## config.mk

```make
export PLATFORM = sky130hd
export DESIGN_NAME = pr_contrib_scheduler
export DESIGN_NICKNAME = d
export VERILOG_FILES = /design/src/rtl/pr_contrib_scheduler.sv
export SDC_FILE = /design/constraint.sdc
export NUM_CORES = 1
export LEC_CHECK = 0
export BUFFER_PORTS_ARGS = -buffer_cell sky130_fd_sc_hd__buf_2
export CORE_MARGIN = 2
export CORE_UTILIZATION = 38
export CTS_BUF_LIST = sky130_fd_sc_hd__clkbuf_4 sky130_fd_sc_hd__clkbuf_8 sky130_fd_sc_hd__clkbuf_16
export CTS_CLUSTER_DIAMETER = 30
export DETAILED_ROUTE_END_ITERATION = 10
export GPL_TIMING_DRIVEN = 0
export REMOVE_ABC_BUFFERS = 1
export SLEW_MARGIN = 5
export SYNTH_ARGS = -nofsm -noshare
export SYNTH_HDL_FRONTEND = slang
export SYNTH_SLANG_ARGS = --single-unit
```

## constraint.sdc

```tcl
create_clock -name clk -period 3.2 [get_ports clk]
set_input_delay 0 -clock clk [delete_from_list [all_inputs] [get_ports clk]]
set_output_delay 0 -clock clk [all_outputs]
set_load 0.005 [all_outputs]
```

## src/rtl/pr_contrib_scheduler.sv

```systemverilog
// ---------------------------------------------------------------------------
// pr_contrib_scheduler
//
// Walks a PageRank node table once per start request. For every node it
// reads rank and out-degree, computes contribution = rank / out_deg and
// writes it to the contribution buffer.
//
// Degrees 0 and 1 skip the shared divider. A degree-0 (dangling) node writes
// 0 and is counted. A degree-1 node writes its rank unchanged.
// A division that produces no result within DIV_TIMEOUT wait cycles is
// abandoned. It writes 0 and raises the sticky err flag.
//
// Ports
//   clk, reset                 clock, asynchronous active-low reset
//   start, num_nodes           pass request and node count (taken only in IDLE)
//   busy, done                 pass in progress / one-cycle completion pulse
//   err, dangling_cnt          per-pass status, held until the next start
//   rd_en, rd_addr             node memory read; rd_rank/rd_deg valid next cycle
//   div_start, div_dividend,
//   div_divisor                divider launch and operands (held while in flight)
//   div_done, div_quotient     divider result
//   wr_en, wr_addr, wr_data    contribution buffer write
// ---------------------------------------------------------------------------
module pr_contrib_scheduler #(
    parameter int DATA_W      = 32,
    parameter int ADDR_W      = 10,
    parameter int DIV_TIMEOUT = 64
) (
    input  logic              clk,
    input  logic              reset,
    input  logic              start,
    input  logic [ADDR_W-1:0] num_nodes,
    output logic              busy,
    output logic              done,
    output logic              err,
    output logic [ADDR_W-1:0] dangling_cnt,
    output logic              rd_en,
    output logic [ADDR_W-1:0] rd_addr,
    input  logic [DATA_W-1:0] rd_rank,
    input  logic [DATA_W-1:0] rd_deg,
    output logic              div_start,
    output logic [DATA_W-1:0] div_dividend,
    output logic [DATA_W-1:0] div_divisor,
    input  logic              div_done,
    input  logic [DATA_W-1:0] div_quotient,
    output logic              wr_en,
    output logic [ADDR_W-1:0] wr_addr,
    output logic [DATA_W-1:0] wr_data
);

    localparam int TMO_W = (DIV_TIMEOUT > 1) ? $clog2(DIV_TIMEOUT) : 1;

    typedef enum logic [2:0] {
        S_IDLE,
        S_READ,
        S_WAIT_RD,
        S_DIV_ISSUE,
        S_DIV_WAIT,
        S_WRITE,
        S_FINISH
    } state_t;

    state_t             state_q, state_d;
    logic [ADDR_W-1:0]  idx_q, idx_d;
    logic [ADDR_W-1:0]  num_q, num_d;
    logic               err_q, err_d;
    logic [ADDR_W-1:0]  dangling_q, dangling_d;
    logic [DATA_W-1:0]  wr_data_q, wr_data_d;
    logic [DATA_W-1:0]  dividend_q, dividend_d;
    logic [DATA_W-1:0]  divisor_q, divisor_d;
    logic [TMO_W-1:0]   tmo_q, tmo_d;

    // NOTE: every register is given its own value first, so any path through
    // the case below that does not assign it keeps the old value instead of
    // inferring a latch.
    always_comb begin
        state_d    = state_q;
        idx_d      = idx_q;
        num_d      = num_q;
        err_d      = err_q;
        dangling_d = dangling_q;
        wr_data_d  = wr_data_q;
        dividend_d = dividend_q;
        divisor_d  = divisor_q;
        tmo_d      = tmo_q;

        case (state_q)
            S_IDLE: begin
                if (start) begin
                    num_d      = num_nodes;
                    err_d      = 1'b0;
                    dangling_d = '0;
                    idx_d      = '0;
                    state_d    = (num_nodes == '0) ? S_FINISH : S_READ;
                end
            end

            S_READ: state_d = S_WAIT_RD;

            S_WAIT_RD: begin
                if (rd_deg == '0) begin
                    wr_data_d = '0;
                    if (dangling_q != {ADDR_W{1'b1}})
                        dangling_d = dangling_q + ADDR_W'(1);
                    state_d = S_WRITE;
                end else if (rd_deg == DATA_W'(1)) begin
                    wr_data_d = rd_rank;
                    state_d   = S_WRITE;
                end else begin
                    // Operands change only here, so they stay stable for the
                    // whole time the divider is working on them.
                    dividend_d = rd_rank;
                    divisor_d  = rd_deg;
                    state_d    = S_DIV_ISSUE;
                end
            end

            S_DIV_ISSUE: begin
                tmo_d   = '0;
                state_d = S_DIV_WAIT;
            end

            S_DIV_WAIT: begin
                // A result arriving on the last allowed cycle still wins
                // over the timeout.
                if (div_done) begin
                    wr_data_d = div_quotient;
                    state_d   = S_WRITE;
                end else if (tmo_q == TMO_W'(DIV_TIMEOUT - 1)) begin
                    err_d     = 1'b1;
                    wr_data_d = '0;
                    state_d   = S_WRITE;
                end else begin
                    tmo_d = tmo_q + TMO_W'(1);
                end
            end

            S_WRITE: begin
                // The last-index compare ends the pass before idx could wrap.
                if (idx_q == num_q - ADDR_W'(1)) begin
                    state_d = S_FINISH;
                end else begin
                    idx_d   = idx_q + ADDR_W'(1);
                    state_d = S_READ;
                end
            end

            S_FINISH: state_d = S_IDLE;

            default: state_d = S_IDLE;
        endcase
    end

    // NOTE: sequential state uses non-blocking assignments so every register
    // samples the values from before the clock edge.
    always_ff @(posedge clk or negedge reset) begin
        if (!reset) begin
            state_q    <= S_IDLE;
            idx_q      <= '0;
            num_q      <= '0;
            err_q      <= 1'b0;
            dangling_q <= '0;
            wr_data_q  <= '0;
            dividend_q <= '0;
            divisor_q  <= '0;
            tmo_q      <= '0;
        end else begin
            state_q    <= state_d;
            idx_q      <= idx_d;
            num_q      <= num_d;
            err_q      <= err_d;
            dangling_q <= dangling_d;
            wr_data_q  <= wr_data_d;
            dividend_q <= dividend_d;
            divisor_q  <= divisor_d;
            tmo_q      <= tmo_d;
        end
    end

    // Strobes decode straight from the state register. An asynchronous reset
    // therefore forces them low in the same cycle.
    assign busy         = (state_q != S_IDLE) && (state_q != S_FINISH);
    assign done         = (state_q == S_FINISH);
    assign err          = err_q;
    assign dangling_cnt = dangling_q;
    assign rd_en        = (state_q == S_READ);
    assign rd_addr      = idx_q;
    assign div_start    = (state_q == S_DIV_ISSUE);
    assign div_dividend = dividend_q;
    assign div_divisor  = divisor_q;
    assign wr_en        = (state_q == S_WRITE);
    assign wr_addr      = idx_q;
    assign wr_data      = wr_data_q;

endmodule

```

==> out/results.ini, run 1 <==
[synth]
synth_flop_cell = dfrtp_1
yosysTopAreaCell = dfrtp_1
synthSimpleGateAreaFrac_pct = 14.5
avgSynthCellArea_um2 = 10.8
synthDistinctLibCells = 48
netlist_top_cells_area = dfrtp_1, mux2_2, nand2_1
synthAdderAreaFrac_pct = 0.800
synth_edf_count = 0
ys_seq_area_share_pct = 54.4
synth_top_area_share_pct = 54.4
synth_compound_area_share_pct = 10.1
synth_warnings = 0
synth.area.mux_share_pct = 13.0
syn_area_mm2 = 0.00625
async_reset_ff_share_pct = 100
synth_xor_area_share_pct = 3.22
synth_cells = 580
synth_top_family_by_area = simple AND/OR/NAND/NOR gates
ys_ff_latch = 136

[clock_network]
cts_sinks = 136
cts_root_buffer = clkbuf_16
clk_pin_slew_worst_paths_ns = 0.06
post_cts_buffers = 0
cts-htree-levels = 4
clk_path_buf_depth = 2
clock_latency_ns = 0.41
tritoncts = done
cts_made_buffers = 17

[sta]
worst_clock_skew_ns = 0.00952
hold-worst-slack_ns = 0.0753
worst_pin_slew_ns = 0.948
fin_crit_ns = 2.87
fin_crit_sh_pct = 89.7
rsz0062_at_grt = no
layout_setup_ws_ns = 0.328
tns_ns = 0
hold_violations = 0
drv_slew = 0
clock.fmax_mhz = 348
slew_headroom_pct = 36.8
setup_viol_count_final = 0

[setup_path]
crit_path_cell_trace = inv_1 -> ha_1 -> xor2_1 -> xnor2_1 -> nand2_1 -> or4_1 -> a211oi_2 -> nand2b_4 -> mux2i_1
crit_required_ns = 3.53
critPathKind = flip-flop to flip-flop
worstPathMaxFanout = 12
crit_family = simple AND/OR/NAND/NOR gates
slowest_delay_ns = 0.67
worst-path-buf-inv = 1
cpMaxStageDelayCell = a211oi_2
crit_arrival_ns = 3.21
end_kind = flip-flop
cp-start-kind = flip-flop

[routing]
drtAntennaViolNets = 0
routedWlPerCell_um = 17.0
drt-total-wl_mm = 19.4
vias_per_cell = 5.09
drc_errors = 0
drtPass1Iterations = 4
num_vias = 5805
drt-initial-drc-count = 327

[final_layout]
fillers = 1364
drive_gt1_share_pct = 38.3
antenna_cells_inserted = 0
area_growth_pct = 49.4
final_common_cell = buf_2
final_cell_mix = buf_2, dfrtp_1, dlygate4sd3_1
final_nets = 1025

[global_route]
first_global_vias = 6226
grt-ovfl-total = 0
grt_pass1_wl_mm = 31.7
grtUsageTotal_pct = 22.8
grt_max_degree = 92
antenna_found_initial = 0

[floorplan]
die_height_um = 132
start_util_pct = 39.1
die-area_mm2 = 0.0175
ioPinCount = 242
rows = 46
core-area_mm2 = 0.0160
die_x_um = 132

[worst_hold_path]
hp-class = input port to flip-flop

[place]
pre_cts_slack_ns = 0.357
dp_hpwl_mm = 13.0
place.gp.congestion = 0.813
portBuffers = 241

[power_and_ir_drop]
power.density_mw_per_mm2 = 836
ir_drop_v = 0.000464
p_leak_nw = 4.56

[run]
drv_cap = 0

[status]
status = complete, no violations

flip-flops by register name, summed over array words and instances, names as in the netlist:
name	cells
err	1
div_divisor	32
rd_addr	10
tmo_q	6
wr_data	32
num_q	10
dangling_cnt	10
div_dividend	32
state_q	3
synthesized netlist by cell type, types with 2 or more instances:
library cell	count
xor2_1	17
xnor2_1	6
o21ai_0	38
buf_2	9
clkbuf_1	21
buf_4	11
a21oi_1	3
nor3_1	11
nor2b_1	4
o211ai_1	3
mux2_2	66
and3_1	3
nand4_1	8
ha_1	4
or3_1	2
inv_1	10
nor3b_1	2
or2_2	4
o31ai_1	3
mux2i_1	7
o22ai_1	2
nor2_1	28
nor4_1	11
a22oi_1	32
o311ai_0	3
o31a_1	2
dfrtp_1	136
nand2b_1	4
nand3_1	12
a31oi_1	2
nand2_1	98
or4_1	2
tightest hold or removal path, cell delays in order:
cell and delay [ns]:
buf_2 0.11, o311ai_0 0.18, a21oi_1 0.15
final cells by class:
type	instances	area (um2)	area share (%)
flip-flops and latches	136	3400	36.4
repair buffers	353	2380	25.4
inverters	11	41.3	0.442
clock buffers	22	488	5.22
multi-input cells	392	2630	28.1
clock inverters	10	140	1.50
well taps	216	270	2.89
worst paths after layout:
check                                              from                       to  slack [ns]  depth (start not counted)
max in group asynchronous                         reset   wr_data[6]$_DFFE_PN0P_        2.32                          3
worst min-delay path                              start   state_q[0]$_DFFE_PN0P_        0.08                          3
worst max-delay path               num_q[0]$_DFFE_PN0P_   rd_addr[1]$_DFFE_PN0P_        0.33                          9
worst max register to register     num_q[0]$_DFFE_PN0P_   rd_addr[1]$_DFFE_PN0P_        0.33                          9
worst min register to register  wr_data[20]$_DFFE_PN0P_  wr_data[20]$_DFFE_PN0P_        0.48                          2
min in group asynchronous                         reset   rd_addr[0]$_DFFE_PN0P_        0.09                          2
per-layer routing:
metal  share of wire (%)  routed length [um]  GRT usage, %  vias to the layer above
li1                    -                   -             -                     2694
met1                  40                7760          26.2                     2841
met2                  50                9800          39.4                      233
met3                 6.6                1280          7.00                       37
met4                 2.9                 571          9.68                        0
met5                   0                   0             0                        -
where the power goes:
group          internal [W]  total [W]  switching, W
clock               0.00132    0.00206      0.000742
sequential          0.00244    0.00291      0.000472
combinational       0.00144    0.00284       0.00140
metrics by stage:
stage | std cells | cell area, um2 | util, % | total power [W]
floorplan | 539 | 6050 | - | 0.00437
global placement | 996 | 7520 | 47.0 | 0.00552
global route | 1140 | 9350 | 58.4 | 0.00833
detailed placement | 1000 | 7640 | 47.7 | 0.00564
CTS | 1140 | 9350 | 58.4 | 0.00785
finish | 1140 | 9350 | 58.4 | 0.00781
cells by family after synthesis:
logic type | after synthesis
AO/OA/AOI/OAI | 96
XOR/XNOR | 23
adder cells (fa/ha/maj) | 4
buffers and inverters | 52
flip-flops | 136
multiplexers | 73
AND/OR/NAND/NOR | 196
repair_timing:
action	4_1_cts	5_1_grt
hold buffers	108	0
setup endpoints to repair	0	0
endpoints found under the hold margin	196	0
resized for setup	0	0
Power figures use the tool's default switching activity.
==> run 2, diff against run 1 <==
--- a/config.mk
+++ b/config.mk
@@ -8,7 +8,7 @@
 export BUFFER_PORTS_ARGS = -buffer_cell sky130_fd_sc_hd__buf_2
 export CORE_MARGIN = 2
 export CORE_UTILIZATION = 38
-export CTS_BUF_LIST = sky130_fd_sc_hd__clkbuf_4 sky130_fd_sc_hd__clkbuf_8 sky130_fd_sc_hd__clkbuf_16
+export CTS_BUF_LIST = sky130_fd_sc_hd__clkbuf_16
 export CTS_CLUSTER_DIAMETER = 30
 export DETAILED_ROUTE_END_ITERATION = 10
 export GPL_TIMING_DRIVEN = 0
==> run 2 against run 1 <==
Against the previous run:
- register-to-register slack got worse by 0.02 ns
- routed wire length decreased by 0.59%
- global-route usage shrank 0.12 points
- clock power shrank 5%
- fmax shrank 0.64%
- largest cell class unchanged
==> out/results.ini, run 2 (synthesis results as in run 1) <==
[status]
status = complete, no violations

[setup_path]
cp-start-kind = flip-flop
end_kind = flip-flop
crit_required_ns = 3.54
worstReg2RegStart = num_q[0]$_DFFE_PN0P_
worstSetupStartpoint = num_q[0]$_DFFE_PN0P_
crit_arrival_ns = 3.23
critPathKind = flip-flop to flip-flop
slowest_delay_ns = 0.68
cpMaxStageDelayCell = a211oi_2
worstPathMaxFanout = 12
worst-path-buf-inv = 1
crit_family = simple AND/OR/NAND/NOR gates
crit_path_cell_trace = inv_1 -> ha_1 -> xor2_1 -> xnor2_1 -> nand2_1 -> or4_1 -> a211oi_2 -> nand2b_4 -> mux2i_1

[floorplan]
die_x_um = 132
die-area_mm2 = 0.0175
start_util_pct = 39.1
rows = 46
core-area_mm2 = 0.0160
ioPinCount = 242
die_height_um = 132

[final_layout]
final_util_pct = 58.1
drive_gt1_share_pct = 37.8
antenna_cells_inserted = 0
area_growth_pct = 48.7
final_cell_mix = buf_2, dfrtp_1, dlygate4sd3_1
final_common_cell = buf_2
final_nets = 1025

[place]
place.gp.congestion = 0.813
pre_cts_slack_ns = 0.357
dp_hpwl_mm = 13.0
portBuffers = 241

[clock_network]
clock_latency_ns = 0.41
post_cts_resized = 0
cts_sinks = 136
cts-htree-levels = 4
cts_root_buffer = clkbuf_16
post_cts_buffers = 0
clk_pin_slew_worst_paths_ns = 0.06
clk_path_buf_depth = 2
cts_made_buffers = 17
tritoncts = done

[global_route]
grt-ovfl-total = 0
grt_max_degree = 92
grtUsageTotal_pct = 22.7
first_global_vias = 6269
grt_pass1_wl_mm = 31.6
antenna_found_initial = 0

[sta]
hold_violations = 0
worst_pin_slew_ns = 0.938
setup_viol_count_final = 0
drv_slew = 0
worst_clock_skew_ns = 0.00629
clock.fmax_mhz = 346
fin_crit_ns = 2.89
hold-worst-slack_ns = 0.0559
rsz0062_at_grt = no
fin_crit_sh_pct = 90.3
tns_ns = 0
slew_headroom_pct = 37.4
layout_setup_ws_ns = 0.310

[routing]
vias_per_cell = 5.10
drt-initial-drc-count = 300
drc_errors = 0
drtPass1Iterations = 5
num_vias = 5813
drt-total-wl_mm = 19.3
drtAntennaViolNets = 0
routedWlPerCell_um = 16.9

[power_and_ir_drop]
internal_power_w = 0.00509
p_comb_share_pct = 36.9
p_leak_nw = 4.53
p_sw_share_pct = 33.9
pwr-share-clk_pct = 25.4
ir_drop_v = 0.000472
power.density_mw_per_mm2 = 827
share_seq_of_total_power_pct = 37.7
p_switching_w = 0.00261
totalPowerFinal_w = 0.00770

[run]
drv_cap = 0

[worst_hold_path]
worstHoldStart = start
hp-class = input port to flip-flop

-- run 2: cell types whose count changed in the layout (fill, tap and decap cells not counted) --
cell	change
clkbuf_8	-4
clkinv_1	+4
clkbuf_4	-1
inv_1	+1
-- run 2: final timing paths --
| check | endpoint | cells after the start | slack [ns] |
|---|---|---|---|
| min in group asynchronous | rd_addr[0]$_DFFE_PN0P_ | 2 | 0.08 |
| max in group asynchronous | div_dividend[6]$_DFFE_PN0P_ | 3 | 2.32 |
| hold reg to reg | wr_data[20]$_DFFE_PN0P_ | 2 | 0.48 |
| hold / removal | state_q[0]$_DFFE_PN0P_ | 3 | 0.06 |
| setup / recovery | rd_addr[1]$_DFFE_PN0P_ | 9 | 0.31 |
| setup reg to reg | rd_addr[1]$_DFFE_PN0P_ | 9 | 0.31 |
-- run 2: worst min-delay path, delay by kind of cell --
kind | cells | cell delay, ns
AO/OA/AOI/OAI | 2 | 0.31
buffers and inverters | 1 | 0.11
-- run 2: routing by layer --
layer	vias up	global-route usage [%]	part of all wire [%]
li1	2703	-	-
met1	2827	26.3	40
met2	233	38.7	50
met3	50	6.46	6.7
met4	0	10.9	3.6
met5	-	0	0
-- run 2: cell type report --
cell class,instances,area [um2]
fill,1375,6700
sequential,136,3400
multi-input combinational,392,2630
timing repair buffer,353,2380
clock buffer,17,425
tap,216,270
clock inverter,15,159
inverter,11,41.3
-- run 2: power by group through the flow --
stage	Clock, W	Combinational (W)	Sequential [W]
after floorplan	0	0.00147	0.00291
after global placement	0	0.00266	0.00287
after detailed placement	0	0.00274	0.00290
after CTS	0.00199	0.00285	0.00289
after global routing	0.00208	0.00315	0.00300
final	0.00195	0.00284	0.00290
-- run 2: metrics by stage --
stage | instances | area [um2]
6_report | 1140 | 9300
5_1_grt | 1140 | 9300
4_1_cts | 1140 | 9300
3_5_place_dp | 1000 | 7640
3_3_place_gp | 996 | 7520
2_1_floorplan | 539 | 6050
-- run 2: repair_timing --
action,CTS,global route
endpoints found under the setup margin,0,0
hold buffers,108,0
endpoints found under the hold margin,195,0
==> run 3, diff against run 2 <==
--- a/config.mk
+++ b/config.mk
@@ -12,6 +12,7 @@
 export CTS_CLUSTER_DIAMETER = 30
 export DETAILED_ROUTE_END_ITERATION = 10
 export GPL_TIMING_DRIVEN = 0
+export PLACE_DENSITY = 0.64
 export REMOVE_ABC_BUFFERS = 1
 export SLEW_MARGIN = 5
 export SYNTH_ARGS = -nofsm -noshare
==> run 3 against run 2 <==
Against the previous run:
- sequential power barely moved
- routed wire length is 3.5% lower
- design area hardly changed
- largest cell class unchanged
- highest routed layer unchanged
==> out/results.ini, run 3 (synthesis results as in run 1) <==
[final_layout]
instances_no_fill = 1141
seq_area_mm2 = 0.00340
finalInstanceArea_mm2 = 0.00931
drive_gt1_share_pct = 38.3
fillers = 1371
final_nets = 1026
multiInputGateArea_mm2 = 0.00264
area_growth_pct = 48.8
final_common_cell = buf_2
antenna_cells_inserted = 0
final_cell_mix = buf_2, dfrtp_1, dlygate4sd3_1

[place]
dpl_cell_area_mm2 = 0.00768
portBuffers = 241
dp_hpwl_mm = 12.0
place.gp.congestion = 0.810
numPlacedInstances = 1001

[global_route]
grt_max_degree = 89
first_global_vias = 5960
grt-ovfl-total = 0
grtUsageTotal_pct = 21.8
grt_use_met2_pct = 36.2
antenna_found_initial = 0
grt_pass1_wl_mm = 30.5
use_met1_pct = 26.7
top_usage_layer = met2
grtUsageMet3_pct = 6.84

[setup_path]
crit_arrival_ns = 3.22
crit_path_cell_trace = inv_1 -> ha_1 -> xor2_1 -> xnor2_1 -> nand2_1 -> or4_1 -> a211oi_2 -> nand2b_4 -> mux2i_1
slowest_delay_ns = 0.65
critPathKind = flip-flop to flip-flop
worstPathMaxFanout = 12
end_kind = flip-flop
cp-start-kind = flip-flop
cpMaxStageDelayCell = a211oi_2
crit_required_ns = 3.54

[floorplan]
die_height_um = 132
core-area_mm2 = 0.0160
rows = 46
start_util_pct = 39.1
ioPinCount = 242
die-area_mm2 = 0.0175
die_x_um = 132

[sta]
hold_violations = 0
worst_pin_slew_ns = 0.944
drv_slew = 0
setup_viol_count_final = 0
rsz0062_at_grt = no
slew_headroom_pct = 37.1
fin_crit_ns = 2.88
fin_crit_sh_pct = 89.9
worst_clock_skew_ns = 0.00692
tns_ns = 0
clock.fmax_mhz = 348
hold-worst-slack_ns = 0.0710

[power_and_ir_drop]
power.density_mw_per_mm2 = 814
p_leak_nw = 4.55
ir_drop_v = 0.000384

[clock_network]
cts_root_buffer = clkbuf_16
post_cts_buffers = 0
clk_pin_slew_worst_paths_ns = 0.06
post_cts_resized = 0
ctsHoldBuffers = 108
cts-htree-levels = 4
cts_made_buffers = 17
tritoncts = done
clk_path_buf_depth = 2
clock_latency_ns = 0.41
cts_sinks = 136

[routing]
drtAntennaViolNets = 0
routedWlPerCell_um = 16.3
num_vias = 5752
vias_per_cell = 5.04
drt-initial-drc-count = 257
drt-total-wl_mm = 18.6
drtPass1Iterations = 4
drc_errors = 0

[worst_hold_path]
hp-class = input port to flip-flop

[run]
drv_cap = 0

[status]
status = complete, no violations

run 3: cell count changes in the layout (fill, tap and decap cells not counted), sizes merged:
cell	change
bufinv	-2
inv	+3
buf	+1
clkinvlp	-1
run 3: path summary, 6_finish.rpt:
path,start,end,slack (ns),depth (start not counted)
max reg2reg,num_q[0]$_DFFE_PN0P_,rd_addr[1]$_DFFE_PN0P_,0.32,9
min in group asynchronous,reset,tmo_q[5]$_DFFE_PN0P_,0.10,2
min,start,state_q[0]$_DFFE_PN0P_,0.07,3
min reg2reg,wr_data[25]$_DFFE_PN0P_,wr_data[25]$_DFFE_PN0P_,0.47,2
max in group asynchronous,reset,div_dividend[2]$_DFFE_PN0P_,2.31,3
max,num_q[0]$_DFFE_PN0P_,rd_addr[1]$_DFFE_PN0P_,0.32,9
run 3: report_power, final:
group	internal (W)	switching, W
Sequential	0.00244	0.000448
Combinational	0.00146	0.00139
Clock	0.00107	0.000771
Total	0.00497	0.00261
run 3: final cells by class:
type	count	area share, %
repair buffers	354	25.9
flip-flops and latches	136	36.6
inverters	11	0.443
clock buffers	17	4.57
multi-input cells	392	28.3
well taps	216	2.90
clock inverters	15	1.36
run 3: critical path: cells and delay by family (launching register included):
kind	cells	cell delay (ns)
AND/OR/NAND/NOR	3	0.86
adder cells (fa/ha/maj)	1	0.23
multiplexers	1	0.17
AO/OA/AOI/OAI	1	0.65
XOR/XNOR	2	0.36
buffers and inverters	1	0.12
flip-flops	1	0.43
run 3: through the flow:
step / utilization, % / setup WS, ns / total power, W
after global routing: 58.2 / 0.156 / 0.00812
after global placement: 47.0 / -0.600 / 0.00556
after detailed placement: 48.0 / 0.355 / 0.00564
after floorplan: - / 0.564 / 0.00437
final: 58.2 / 0.323 / 0.00758
after CTS: 58.2 / 0.345 / 0.00761
run 3: metal layers:
metal	vias up	part of all wire [%]
li1	2700	-
met1	2774	41
met2	240	49
met3	38	7.6
met4	0	2.7
met5	-	0
